File: src/rtl/data_cache_pkg.sv
// Shared encodings for the L1 data cache: CPU load/store function codes and FSM states.
package data_cache_pkg;

    localparam logic [2:0] F3_LB  = 3'b000;
    localparam logic [2:0] F3_LH  = 3'b001;
    localparam logic [2:0] F3_LW  = 3'b010;
    localparam logic [2:0] F3_LBU = 3'b100;
    localparam logic [2:0] F3_LHU = 3'b101;

    localparam logic [1:0] ST_SB = 2'b00;
    localparam logic [1:0] ST_SH = 2'b01;
    localparam logic [1:0] ST_SW = 2'b10;

    typedef enum logic [1:0] {
        IDLE      = 2'd0,
        WRITEBACK = 2'd1,
        ALLOCATE  = 2'd2
    } state_t;

endpackage

File: src/rtl/data_cache_align.sv
// Byte/halfword extraction with sign or zero extension for loads, and
// byte-lane merge of right-aligned store data into the addressed word.
module data_cache_align
    import data_cache_pkg::*;
(
    input  logic [2:0]  funct3,
    input  logic [1:0]  store_kind,
    input  logic [1:0]  byte_sel,
    input  logic [31:0] word_in,
    input  logic [31:0] store_data,
    output logic [31:0] load_data,
    output logic [31:0] merged_word
);

    logic [7:0]  sel_byte;
    logic [15:0] sel_half;

    always_comb begin
        sel_byte = word_in[7:0];
        case (byte_sel)
            2'd0: sel_byte = word_in[7:0];
            2'd1: sel_byte = word_in[15:8];
            2'd2: sel_byte = word_in[23:16];
            2'd3: sel_byte = word_in[31:24];
        endcase
        sel_half = byte_sel[1] ? word_in[31:16] : word_in[15:0];
    end

    // Unused funct3 codes deliberately return zero rather than a raw word.
    always_comb begin
        load_data = '0;
        case (funct3)
            F3_LB:   load_data = {{24{sel_byte[7]}}, sel_byte};
            F3_LH:   load_data = {{16{sel_half[15]}}, sel_half};
            F3_LW:   load_data = word_in;
            F3_LBU:  load_data = {24'd0, sel_byte};
            F3_LHU:  load_data = {16'd0, sel_half};
            default: load_data = '0;
        endcase
    end

    always_comb begin
        merged_word = word_in;
        case (store_kind)
            ST_SB: begin
                case (byte_sel)
                    2'd0: merged_word[7:0]   = store_data[7:0];
                    2'd1: merged_word[15:8]  = store_data[7:0];
                    2'd2: merged_word[23:16] = store_data[7:0];
                    2'd3: merged_word[31:24] = store_data[7:0];
                endcase
            end
            ST_SH: begin
                if (byte_sel[1])
                    merged_word[31:16] = store_data[15:0];
                else
                    merged_word[15:0] = store_data[15:0];
            end
            ST_SW:   merged_word = store_data;
            default: merged_word = word_in;
        endcase
    end

endmodule

File: src/rtl/data_cache.sv
// Direct-mapped, write-back, write-allocate L1 data cache sitting between the
// CPU MEM stage and a line-wide main memory with a busywait handshake.
module data_cache
    import data_cache_pkg::*;
#(
    parameter int LINES          = 8,
    parameter int WORDS_PER_LINE = 4,
    localparam int INDEX_W = $clog2(LINES),
    localparam int OFFS_W  = $clog2(WORDS_PER_LINE) + 2,
    localparam int TAG_W   = 32 - INDEX_W - OFFS_W,
    localparam int LINE_W  = 32 * WORDS_PER_LINE
) (
    input  logic                CLK,
    input  logic                RESET,
    input  logic [3:0]          READ,
    input  logic [2:0]          WRITE,
    input  logic [31:0]         ADDRESS,
    input  logic [31:0]         WRITEDATA,
    output logic [31:0]         READDATA,
    output logic                BUSYWAIT,
    output logic                MEM_READ,
    output logic                MEM_WRITE,
    output logic [31-OFFS_W:0]  MEM_ADDRESS,
    output logic [LINE_W-1:0]   MEM_WRITEDATA,
    input  logic [LINE_W-1:0]   MEM_READDATA,
    input  logic                MEM_BUSYWAIT
);

    localparam int WORD_W = OFFS_W - 2;

    state_t               state;
    logic [TAG_W-1:0]     fill_tag;
    logic [INDEX_W-1:0]   fill_index;
    logic                 mem_read_q;
    logic                 mem_write_q;
    logic [31-OFFS_W:0]   mem_address_q;

    logic [LINE_W-1:0]    data_array [LINES];
    logic [TAG_W-1:0]     tag_array  [LINES];
    logic [LINES-1:0]     valid;
    logic [LINES-1:0]     dirty;

    logic [TAG_W-1:0]     req_tag;
    logic [INDEX_W-1:0]   req_index;
    logic [WORD_W-1:0]    req_word;
    logic                 load_req;
    logic                 store_req;
    logic                 request;
    logic                 hit;
    logic [LINE_W-1:0]    cur_line;
    logic [31:0]          cur_word;
    logic [31:0]          align_load;
    logic [31:0]          merged_word;
    logic [LINE_W-1:0]    merged_line;
    logic                 store_hit_we;
    logic                 fill_we;

    assign req_tag   = ADDRESS[31 -: TAG_W];
    assign req_index = ADDRESS[OFFS_W +: INDEX_W];
    assign req_word  = ADDRESS[2 +: WORD_W];

    // A simultaneous load and store services only the load.
    assign load_req  = READ[3];
    assign store_req = WRITE[2] && !READ[3];
    assign request   = READ[3] || WRITE[2];

    assign hit      = valid[req_index] && (tag_array[req_index] == req_tag);
    assign cur_line = data_array[req_index];
    assign cur_word = cur_line[{req_word, 5'b0} +: 32];

    data_cache_align u_align (
        .funct3      (READ[2:0]),
        .store_kind  (WRITE[1:0]),
        .byte_sel    (ADDRESS[1:0]),
        .word_in     (cur_word),
        .store_data  (WRITEDATA),
        .load_data   (align_load),
        .merged_word (merged_word)
    );

    always_comb begin
        merged_line = cur_line;
        merged_line[{req_word, 5'b0} +: 32] = merged_word;
    end

    assign store_hit_we = !RESET && (state == IDLE) && store_req && hit;
    assign fill_we      = !RESET && (state == ALLOCATE) && !MEM_BUSYWAIT;

    assign BUSYWAIT      = (state != IDLE) || (request && !hit);
    assign READDATA      = ((state == IDLE) && load_req && hit) ? align_load : 32'd0;
    assign MEM_READ      = mem_read_q;
    assign MEM_WRITE     = mem_write_q;
    assign MEM_ADDRESS   = mem_address_q;
    assign MEM_WRITEDATA = data_array[fill_index];

    // Control FSM; memory strobes and line address are registered so they only
    // change on state transitions and can never overlap.
    always_ff @(posedge CLK) begin
        if (RESET) begin
            state       <= IDLE;
            valid       <= '0;
            dirty       <= '0;
            mem_read_q  <= 1'b0;
            mem_write_q <= 1'b0;
        end else begin
            case (state)
                IDLE: begin
                    if (request && !hit) begin
                        fill_tag   <= req_tag;
                        fill_index <= req_index;
                        if (valid[req_index] && dirty[req_index]) begin
                            state         <= WRITEBACK;
                            mem_write_q   <= 1'b1;
                            mem_address_q <= {tag_array[req_index], req_index};
                        end else begin
                            state         <= ALLOCATE;
                            mem_read_q    <= 1'b1;
                            mem_address_q <= {req_tag, req_index};
                        end
                    end else if (store_req) begin
                        dirty[req_index] <= 1'b1;
                    end
                end
                WRITEBACK: begin
                    if (!MEM_BUSYWAIT) begin
                        state         <= ALLOCATE;
                        mem_write_q   <= 1'b0;
                        mem_read_q    <= 1'b1;
                        mem_address_q <= {fill_tag, fill_index};
                    end
                end
                ALLOCATE: begin
                    if (!MEM_BUSYWAIT) begin
                        state             <= IDLE;
                        mem_read_q        <= 1'b0;
                        valid[fill_index] <= 1'b1;
                        dirty[fill_index] <= 1'b0;
                    end
                end
                default: state <= IDLE;
            endcase
        end
    end

    // Data and tag storage are never cleared; valid bits alone gate their use.
    always_ff @(posedge CLK) begin
        if (fill_we) begin
            data_array[fill_index] <= MEM_READDATA;
            tag_array[fill_index]  <= fill_tag;
        end else if (store_hit_we) begin
            data_array[req_index] <= merged_line;
        end
    end

endmodule

File: config.mk
export PLATFORM = sky130hd
export DESIGN_NAME = data_cache
export DESIGN_NICKNAME = d
export VERILOG_FILES = /design/src/rtl/data_cache_pkg.sv /design/src/rtl/data_cache_align.sv /design/src/rtl/data_cache.sv
export SDC_FILE = /design/constraint.sdc
export NUM_CORES = 2
export LEC_CHECK = 0
export CAP_MARGIN = 0
export CORE_UTILIZATION = 35
export DETAILED_ROUTE_END_ITERATION = 16
export SLEW_MARGIN = 20
export SYNTH_ARGS = -nofsm -noshare
export SYNTH_HDL_FRONTEND = slang
export SYNTH_SLANG_ARGS = --single-unit
export TNS_END_PERCENT = 10
File: constraint.sdc
create_clock -name CLK -period 46.9 [get_ports CLK]
set_input_delay 14.07 -clock CLK [delete_from_list [all_inputs] [get_ports CLK]]
set_output_delay 14.07 -clock CLK [all_outputs]
set_load 0.02 [all_outputs]
==> run summary <==
* cell area power density: 37.5 nW/um2
* most used flip-flop cell after synthesis: edfxtp_1
* Post-CTS Hold Buffers: 0
* Sw Pwr: 0.726 mW
* combined global-route utilization of all metal layers: 25.9%
* worst slew pin tran: 1.29 ns
* DR WL/cell: 35.3 um
* number of antenna-violating nets in the routed design: 0
* max-capacitance violation count: 0
* internal portion of total power: 2.06 mW
* Critical Path Slowest Stage Cell: nor4_4
* maximum fanout along the worst path: 101
* post-synthesis async set-or-reset flop share: 0%
* RSZ-0062 raised after global routing: no
* multiplexer area fraction after synthesis: 21.0%
* number of antenna violations at the first check in global routing: 20
* post_cts resized: 0
* Top Ports: 393
* via count of the routed design: 42900
* GRT overflow: 0
* area share of fa/ha/maj cells after synthesis: 0.0991%
* die outline height: 427 um
* Critical Path Sink Type: output pin
* first-pass GRT wire length: 331000 um
* residual DRC count: 0
* Yosys top cell by area: edfxtp_1
* basic-gate share of the synthesized area counting and, or, nand and nor cells: 4.15%
* final setup vio count: 0
* leakage power: 23.8 nW
* synthesis-stage register bit count: 1303
* Period minus WS final: 34.00 ns
* count of input and output buffers: 392
* number of distinct library cells after synthesis: 82
* number of synthesized flops with an enable pin: 1280
* Final Max Slew Viols: 0
* maximum level of the CTS H-tree: 4
* Die W: 427 um
* Avg Cell Area, Syn: 15.7 um2
* outcome: complete, no violations
* XOR/XNOR Fraction of Synth Area: 0.139%
* DPL Wire Length: 155000 um
* count of final hold-check violations: 0
* maximum number of pins on one net before global-route repair: 113
* family with the most delay on the worst path: buffers and inverters
* area added between synthesis and finish: 17.8%
* relative slew slack: 13.6%
* TritonCTS clock tree: yes
* area taken by flip-flops and latches: 38900 um2
* portion of total power attributed to sequential cells: 46.6%
* Mapped Nets: 4215
* Setup Skew: 0.0656 ns
* upper clock frequency limit: 0.0294 GHz
* clock buffer depth: 3
* clock sink count: 1303
* area share of the largest cell type after synthesis: 60.9%
* clock buffer count from CTS: 142
* summed area of non-filler cells in the final layout: 74400 um2
* Largest stage delay, worst path: 0.68 ns
* number of buffer and inverter instances along the worst setup path: 6
* number of synthesis warnings: 0
* cell with the most instances after synthesis: edfxtp_1
* fillcell total: 16000
* number of placement rows: 155
* vias in the first global route: 42200
* Min-Delay Path Class: flop to flop
* multi-input gate area in the final layout: 22700 um2
* Core Footprint: 179000 um2
* commonest cells in the synthesized netlist: edfxtp_1, mux4_2, mux2_2
* clock-pin slew reported for the worst setup and hold paths after clock tree synthesis: 0.06 ns
* list of cells traversed by the critical path: clkbuf_8 > buf_12 > buf_4 > nand2_2 > buf_4 > o22ai_1 > nor3_1 > nor4b_1 > nand4_1 > nor4_4 > buf_8 > nand4_1 > a31oi_1 > clkdlybuf4s50_1
* instance count of the mapped netlist: 4008
* starting density of the core: 35.3%
* area of placed instances: 69700 um2
* fraction of the mapped netlist area in compound gates: 10.2%
* arrival time at the worst endpoint: 19.93 ns
* Crit Path Category: primary input to output pin
* insertion delay of the later-clocked pin in the worst-skew pair: 0.81 ns
* sequential element share of the synthesized area: 61.6%
* cell at the root of the clock tree: clkbuf_16
* number of vias per cell after detailed routing: 6.28
* die area: 182000 um2
* DRT Wirelength: 241000 um
* CP Launch Type: primary input
* gp weighted congestion: 0.966
* Critical Path RT: 32.83 ns
* summed instance area of the synthesized netlist: 63100 um2
* share of the clock period used by the worst path after layout: 72.5%
* count of buffers added by post-CTS timing repair for setup: 0
* most area-consuming cells after synthesis: edfxtp_1, mux4_2, mux2_2, mux2i_1, a221oi_1
* Detailed Routing Iterations Pass 1: 6
* Max VDD drop: 0.0000385 V
* number of nets in the finished design: 4560
* proportion of layout cells with a drive suffix above 1: 22.5%
* Gate power share: 13.8%
* switching fraction of total power: 26.0%
* First DRT Iteration DRCs: 5332
* setup TNS after final layout: 0 ns
* power share of the clock group: 39.6%
* largest family of logic cells by synthesized area: multiplexers
==> stage by stage <==
| stage | worst slack [ns] | hold slack (ns) | cells | total power, mW | util (%) |
|---|---|---|---|---|---|
| 2_1_floorplan | 15.95 | 0.426 | 4008 | 1.52 | - |
| 3_3_place_gp | 12.56 | 0.434 | 6561 | 1.70 | 39.0 |
| 3_5_place_dp | 12.45 | 0.442 | 6561 | 1.70 | 39.0 |
| 4_1_cts | 12.43 | 0.455 | 6814 | 2.79 | 41.5 |
| 5_1_grt | 12.62 | 0.469 | 6824 | 2.85 | 41.6 |
| 6_report | 12.90 | 0.453 | 6827 | 2.79 | 41.6 |
==> layout make-up <==
type	instances	area share, %
sequential	1303	52.3
multi-input combinational	2327	30.6
timing repair buffer	518	6.70
clock buffer	172	4.96
tap	2355	3.96
clock inverter	81	1.14
inverter	61	0.311
antenna	10	0.0337
==> final timing paths <==
path / start / to / slack (ns) / depth (start not counted)
setup / recovery: ADDRESS[4] / READDATA[9] / 12.90 / 14
hold / removal: valid[5] / valid[5] / 0.45 / 1
setup reg to reg: tag_array[4][15] / data_array[4][41] / 40.95 / 11
hold reg to reg: valid[5] / valid[5] / 0.45 / 1
==> kinds of logic (layout without fill, tap and decap cells) <==
family                   after synthesis  in the layout
buffers and inverters                378            832
adder cells (fa/ha/maj)                5              5
other                                  0             10
AO/OA/AOI/OAI                        879            879
flip-flops                          1303           1303
AND/OR/NAND/NOR                      556            556
XOR/XNOR                              10             10
multiplexers                         877            877
==> power groups by stage <==
stage | registers, mW | clock network (mW) | logic, mW
final | 1.30 | 1.10 | 0.384
after global routing | 1.30 | 1.15 | 0.393
after CTS | 1.30 | 1.11 | 0.379
after detailed placement | 1.32 | 0 | 0.377
after global placement | 1.32 | 0 | 0.377
after floorplan | 1.32 | 0 | 0.202
==> worst register-to-register path, stage by stage (launching register included) <==
cell and delay [ns]:
edfxtp_1 0.36, mux4_2 0.46, mux2i_1 0.25, xnor2_1 0.16, nor3b_1 0.25, nand4_1 0.35
nor4_4 0.68, nand4_1 0.26, buf_4 0.42, o21ai_4 0.82, buf_4 0.78, buf_4 0.74
==> cells in the final DEF (no fill, tap or decap), types with 69 or more instances in the layout <==
cell type,synthesis,routed
mux2_2,313,313
o22ai_1,69,69
clkbuf_16,0,143
mux4_2,316,316
a21oi_1,100,100
buf_4,28,117
o21ai_0,138,133
edfxtp_1,1280,1280
nor2_1,147,143
mux2_1,87,87
nand2_1,194,190
mux2i_1,160,160
a22oi_1,100,100
clkdlybuf4s50_1,0,389
a221oi_1,148,148
==> layer usage <==
layer,part of all wire [%],track usage (%),up-vias
li1,-,-,17300
met1,36,31.5,22200
met2,47,41.1,2703
met3,9.2,5.32,685
met4,8.3,18.9,16
met5,0.042,0,-
==> state kept, by name, summed over array words and instances, names as in the netlist, named ones only <==
signal	cells
valid	8
fill_index	3
MEM_ADDRESS	28
MEM_WRITE	1
state	2
dirty	8
data_array	1024
MEM_READ	1
fill_tag	25
tag_array	200
Power figures use the tool's default switching activity.
